**src/rtl/dec_scan_pkg.sv**
```systemverilog
// Shared types and helpers for the dec4_16 scan controller and its loop-back checker.
package dec_scan_pkg;

  localparam int ADDR_W = 4;
  localparam int LINES  = 16;

  typedef enum logic [1:0] {
    IDLE,
    BLANK,
    DRIVE,
    DONE
  } state_e;

  // Pattern a healthy decoder produces: one-hot on addr when enabled, else all zeros.
  function automatic logic [LINES-1:0] exp_onehot(input logic [ADDR_W-1:0] addr,
                                                  input logic en);
    logic [LINES-1:0] v;
    v = '0;
    if (en) v[addr] = 1'b1;
    return v;
  endfunction

endpackage

```
**src/rtl/dec_scan_check.sv**
```systemverilog
// Combinational comparison of the looped-back decoder output against the expected pattern.
module dec_scan_check
  import dec_scan_pkg::*;
(
  input  logic [ADDR_W-1:0] a_i,
  input  logic              enn_i,
  input  logic [LINES-1:0]  d_i,
  output logic              mismatch_o
);

  assign mismatch_o = (d_i != exp_onehot(a_i, enn_i));

endmodule

```
**src/rtl/dec4_16_scan_ctrl.sv**
```systemverilog
// Scan controller driving a dec4_16 decoder through all addresses with programmable
// dwell, checking its looped-back output and keeping sticky error status.
module dec4_16_scan_ctrl
  import dec_scan_pkg::*;
#(
  parameter int DWELL_W  = 8,
  parameter int ERRCNT_W = 8
) (
  input  logic                clk,
  input  logic                rst,
  input  logic                start,
  input  logic                stop,
  input  logic                cont,
  input  logic [DWELL_W-1:0]  dwell,
  output logic [ADDR_W-1:0]   a,
  output logic                enn,
  input  logic [LINES-1:0]    d,
  output logic                busy,
  output logic                done,
  output logic                wrap,
  output logic                err,
  output logic [ADDR_W-1:0]   err_addr,
  output logic                err_blank,
  output logic [ERRCNT_W-1:0] err_count
);

  localparam logic [ADDR_W-1:0] LAST_ADDR = ADDR_W'(LINES - 1);

  function automatic logic [ERRCNT_W-1:0] sat_inc(input logic [ERRCNT_W-1:0] v);
    return (&v) ? v : v + ERRCNT_W'(1);
  endfunction

  state_e               state_q, state_d;
  logic [ADDR_W-1:0]    a_q, a_d;
  logic                 enn_q, enn_d;
  logic                 busy_q, busy_d;
  logic                 done_q, done_d;
  logic                 wrap_q, wrap_d;
  logic                 err_q, err_d;
  logic [ADDR_W-1:0]    err_addr_q, err_addr_d;
  logic                 err_blank_q, err_blank_d;
  logic [ERRCNT_W-1:0]  err_count_q, err_count_d;
  logic [DWELL_W-1:0]   cnt_q, cnt_d;
  logic [DWELL_W-1:0]   dwell_q, dwell_d;
  logic                 cont_q, cont_d;
  logic                 mismatch;

  dec_scan_check u_check (
    .a_i        (a_q),
    .enn_i      (enn_q),
    .d_i        (d),
    .mismatch_o (mismatch)
  );

  always_comb begin
    state_d     = state_q;
    a_d         = a_q;
    cnt_d       = cnt_q;
    dwell_d     = dwell_q;
    cont_d      = cont_q;
    err_d       = err_q;
    err_addr_d  = err_addr_q;
    err_blank_d = err_blank_q;
    err_count_d = err_count_q;
    wrap_d      = 1'b0;

    unique case (state_q)
      IDLE: begin
        if (start && !stop) begin
          state_d     = BLANK;
          dwell_d     = dwell;
          cont_d      = cont;
          a_d         = '0;
          err_d       = 1'b0;
          err_addr_d  = '0;
          err_blank_d = 1'b0;
          err_count_d = '0;
        end
      end
      BLANK: begin
        if (mismatch) begin
          err_d       = 1'b1;
          err_blank_d = 1'b1;
          err_count_d = sat_inc(err_count_q);
          if (!err_q) err_addr_d = '0;
        end
        cnt_d   = dwell_q;
        state_d = DRIVE;
      end
      DRIVE: begin
        if (cnt_q == '0) begin
          if (mismatch) begin
            err_d       = 1'b1;
            err_count_d = sat_inc(err_count_q);
            if (!err_q) err_addr_d = a_q;
          end
          if (a_q != LAST_ADDR) begin
            a_d   = a_q + ADDR_W'(1);
            cnt_d = dwell_q;
          end else if (cont_q) begin
            a_d     = '0;
            wrap_d  = 1'b1;
            cnt_d   = dwell_q;
            state_d = BLANK;
          end else begin
            state_d = DONE;
          end
        end else begin
          cnt_d = cnt_q - DWELL_W'(1);
        end
      end
      DONE: state_d = IDLE;
      default: state_d = IDLE;
    endcase

    // Abort keeps the address and any error captured this cycle, but suppresses pulses.
    if (stop && (state_q != IDLE)) begin
      state_d = IDLE;
      a_d     = a_q;
      wrap_d  = 1'b0;
    end

    enn_d  = (state_d == DRIVE);
    busy_d = (state_d != IDLE);
    done_d = (state_d == DONE);
  end

  always_ff @(posedge clk) begin
    if (rst) begin
      state_q     <= IDLE;
      a_q         <= '0;
      enn_q       <= 1'b0;
      busy_q      <= 1'b0;
      done_q      <= 1'b0;
      wrap_q      <= 1'b0;
      err_q       <= 1'b0;
      err_addr_q  <= '0;
      err_blank_q <= 1'b0;
      err_count_q <= '0;
      cnt_q       <= '0;
      dwell_q     <= '0;
      cont_q      <= 1'b0;
    end else begin
      state_q     <= state_d;
      a_q         <= a_d;
      enn_q       <= enn_d;
      busy_q      <= busy_d;
      done_q      <= done_d;
      wrap_q      <= wrap_d;
      err_q       <= err_d;
      err_addr_q  <= err_addr_d;
      err_blank_q <= err_blank_d;
      err_count_q <= err_count_d;
      cnt_q       <= cnt_d;
      dwell_q     <= dwell_d;
      cont_q      <= cont_d;
    end
  end

  assign a         = a_q;
  assign enn       = enn_q;
  assign busy      = busy_q;
  assign done      = done_q;
  assign wrap      = wrap_q;
  assign err       = err_q;
  assign err_addr  = err_addr_q;
  assign err_blank = err_blank_q;
  assign err_count = err_count_q;

endmodule

```
**config.mk**
```make
export PLATFORM = sky130hd
export DESIGN_NAME = dec4_16_scan_ctrl
export DESIGN_NICKNAME = d
export VERILOG_FILES = /design/src/rtl/dec_scan_pkg.sv /design/src/rtl/dec_scan_check.sv /design/src/rtl/dec4_16_scan_ctrl.sv
export SDC_FILE = /design/constraint.sdc
export NUM_CORES = 1
export LEC_CHECK = 0
export CAP_MARGIN = 0
export CELL_PAD_IN_SITES_DETAIL_PLACEMENT = 1
export CELL_PAD_IN_SITES_GLOBAL_PLACEMENT = 1
export CORE_MARGIN = 3
export CORE_UTILIZATION = 34
export CTS_BUF_LIST = sky130_fd_sc_hd__clkbuf_16
export DETAILED_ROUTE_END_ITERATION = 10
export PLACE_DENSITY = 0.87
export REMOVE_ABC_BUFFERS = 1
export SLEW_MARGIN = 20
export SYNTH_ARGS = -nofsm -noshare
export SYNTH_HDL_FRONTEND = slang
export SYNTH_SLANG_ARGS = --single-unit
```
**constraint.sdc**
```tcl
create_clock -name clk -period 2.2 [get_ports clk]
set_clock_uncertainty 0.15 [all_clocks]
set_input_delay 0.44 -clock clk [delete_from_list [all_inputs] [get_ports clk]]
set_output_delay 0.44 -clock clk [all_outputs]
set_load 0.02 [all_outputs]
```
==> results.sh <==
export IMPL_fp_row_count=30
export IMPL_maxSlewHeadroom_pct=52.0
export IMPL_setup_ws_ps=-112
export IMPL_cpLargestDelayFamily="simple AND/OR/NAND/NOR gates"
export IMPL_violations="negative setup slack"
export IMPL_post_place_ws_ps=-522
export IMPL_grt_pass1_vias=3103
export IMPL_path_max_fanout=4
export IMPL_synth_top_cell_by_area="dfxtp_1"
export IMPL_synthCells=320
export IMPL_synth_cell_type_count=52
export IMPL_ys_seq_area_share_pct=33.2
export IMPL_drive_gt1_share_pct=29.2
export IMPL_critical_path_buf_inv_count=1
export IMPL_min_path_cells=2
export IMPL_fin_crit_sh_pct=105
export IMPL_yosysMostFrequentCell="nand2_1"
export IMPL_yosysTopAreaCellShare_pct=33.2
export IMPL_grt_use_total_pct=22.5
export IMPL_critical_path_depth=8
export IMPL_htree_levels=2
export IMPL_clock_sinks=41
export IMPL_p_seq_share_pct=39.1
export IMPL_setup_viol=13
export IMPL_slew_viol_final=0
export IMPL_tightest_slew_ps=719
export IMPL_syn_area_per_cell_um2=7.72
export IMPL_cp_arrival_ps=2400
export IMPL_drt_total_wl_um=10300
export IMPL_start_util_pct=35.8
export IMPL_avgViaCountPerCell=5.64
export IMPL_post_route_min_period_ps=2310
export IMPL_ys_warn_count=0
export IMPL_synth_ff_latch_count=41
export IMPL_gp_congestion=0.880
export IMPL_critPathMaxStageDelay_ps=520
export IMPL_reg2regPathDepth=9
export IMPL_max_cap_violations=0
export IMPL_dieArea_um2=8330
export IMPL_crit_chain="clkdlybuf4s50_1, and3b_1, nor3_2, a41oi_2, nand4_1, o21ai_2, nor4_1, a211o_1"
export IMPL_wire_per_inst_um=20.1
export IMPL_syn_area_um2=2470
export IMPL_grt_antenna_before_repair=0
export IMPL_status="finished with violations"
export IMPL_p_int_mw=1.46
export IMPL_hpwl_um=6390
export IMPL_antenna_left=0
export IMPL_cts_buffer_depth=2
export IMPL_overflow=0
export IMPL_cts_hold_buf=0
export IMPL_yosys_top_cells_count="nand2_1, dfxtp_1, nor2_1"
export IMPL_rsz0062_at_grt="yes"
export IMPL_p_comb_share_pct=18.2
export IMPL_path_clk_slew_ps=70
export IMPL_numCtsBuffers=5
export IMPL_grt_pass1_wl_um=15100
export IMPL_start_kind="input pin"
export IMPL_grt_max_degree=25
export IMPL_p_leak_nw=1.47
export IMPL_finalPower_mw=1.99
export IMPL_synth_area_leaders="dfxtp_1, a21oi_1, nand2_1"
export IMPL_hp_class="flip-flop to flip-flop"
export IMPL_finalHoldViolations=0
export IMPL_clkLatencyLatePin_ps=290
export IMPL_cts_tree="built"
export IMPL_p_per_area_nw_per_um2=505
export IMPL_synth_edf_count=0
export IMPL_power_switching_uw=525
export IMPL_synth_flop_cell="dfxtp_1"
export IMPL_clockPowerShare_pct=42.7
export IMPL_core_area_um2=6910
export IMPL_vias=2897
export IMPL_ir_drop_mv=0.303
export IMPL_switching_share_pct=26.4
export IMPL_final_nets=457
export IMPL_diodes=0
export IMPL_ioPinCount=51
export IMPL_die_x_um=91.3
export IMPL_drt_pass1_iterations=4
export IMPL_slowest_stage="clkdlybuf4s50_1"
export IMPL_numPortBuffers=50
export IMPL_clock_fmax_mhz=433
export IMPL_die_height_um=91.3
export IMPL_async_flop_share_pct=0
export IMPL_cts_root_buf="clkbuf_16"
export IMPL_drc=0
export IMPL_worstPathRequired_ps=2290
export IMPL_area_growth_pct=59.3
export IMPL_crit_type="input pin to flip-flop"
export IMPL_drt_first_iter_violations=140
export IMPL_endpoint_kind="flip-flop"
[layer usage]
layer / GRT usage (%) / share of wire (%) / wire length (µm) / vias up
met4: 8.92 / 2.7 / 281 / 0
met2: 42.1 / 54 / 5610 / 114
met5: 0 / 0 / 0 / -
met1: 24.7 / 38 / 3960 / 1422
li1: - / - / - / 1334
met3: 4.39 / 4.7 / 488 / 27
[cells by family after synthesis]
| group | after synthesis | share of synthesized area, % |
|---|---|---|
| simple gates | 154 | 33.2 |
| compound gates | 79 | 19.5 |
| flops | 41 | 33.2 |
| buf+inv | 23 | 3.85 |
| fa+ha+maj | 11 | 5.57 |
| mux | 8 | 3.24 |
| xor+xnor | 4 | 1.42 |
[placed cells by master, fill, tap and decap left out, types with 4 or more instances in the layout]
cell             netlist  routed
a21oi_1               34      33
and3b_1                4       4
buf_4                  1      42
buf_6                  0       5
clkbuf_16              0       5
clkdlybuf4s50_1        0      45
dfxtp_1               41      34
dfxtp_2                0       5
ha_1                  11       5
ha_4                   0       5
inv_1                 13       7
inv_2                  0       4
mux2i_1                8       7
nand2_1               42      41
nand2b_1               4       4
nand3_1                9       9
nand3b_1               5       5
nand4_1                6       6
nor2_1                37      33
nor2b_1                7       7
nor3_1                11       8
nor3b_2                0       5
nor4_1                 7       5
o21ai_0               18      14
[sequential cells by signal, summed over array words and instances (netlist names), 2 cells and up]
name       count
cnt_q          8
dwell_q        8
err_count      8
a              4
err_addr       4
state_q        2
[worst reg2reg max path, stage by stage (launching register included)]
cell and delay [ps]:
dfxtp_1 440, buf_12 180, nand4_1 140, xnor2_1 190, nor3_1 160, nand4_1 230
o21a_2 310, buf_4 160, nand2_4 70, mux2i_1 200
[power groups by stage]
stage	logic (mW)	clock network (mW)	registers (mW)
3_3_place_gp	0.285	0	0.793
3_5_place_dp	0.297	0	0.794
4_1_cts	0.316	0.859	0.776
2_1_floorplan	0.135	0	0.797
6_report	0.363	0.849	0.777
5_1_grt	0.389	0.894	0.779
[final timing paths]
kind               start      endpoint  slack, ps
min reg2reg  err_addr[3]   err_addr[3]        310
min          err_addr[3]   err_addr[3]        310
max reg2reg         a[3]  err_count[0]       -110
max                 d[2]  err_count[3]       -110
[stage by stage]
stage	util, %	hold slack (ps)	cells	area (µm²)	TNS [ps]
6_report	57.0	313	514	3940	-806
2_1_floorplan	-	281	310	2420	-511
3_5_place_dp	48.3	302	493	3340	-6300
3_3_place_gp	48.3	295	493	3340	-3310
4_1_cts	52.9	312	507	3650	-51.0
5_1_grt	57.0	339	514	3940	-2830
[cell type report]
class | instances | area [µm²]
multi-input cells | 257 | 1860
clock inverters | 3 | 43.8
fillers | 826 | 2970
well taps | 96 | 120
repair buffers | 99 | 898
flip-flops and latches | 41 | 835
clock buffers | 5 | 125
inverters | 13 | 56.3
[timing repair]
item                                   CTS  global route
setup endpoints to repair               19            32
gates cloned                             0             2
pin swaps                               10            18
buffers inserted                         6             5
endpoints found under the hold margin    0             0
gates resized for setup                 34            55
Power figures use the tool's default switching activity.
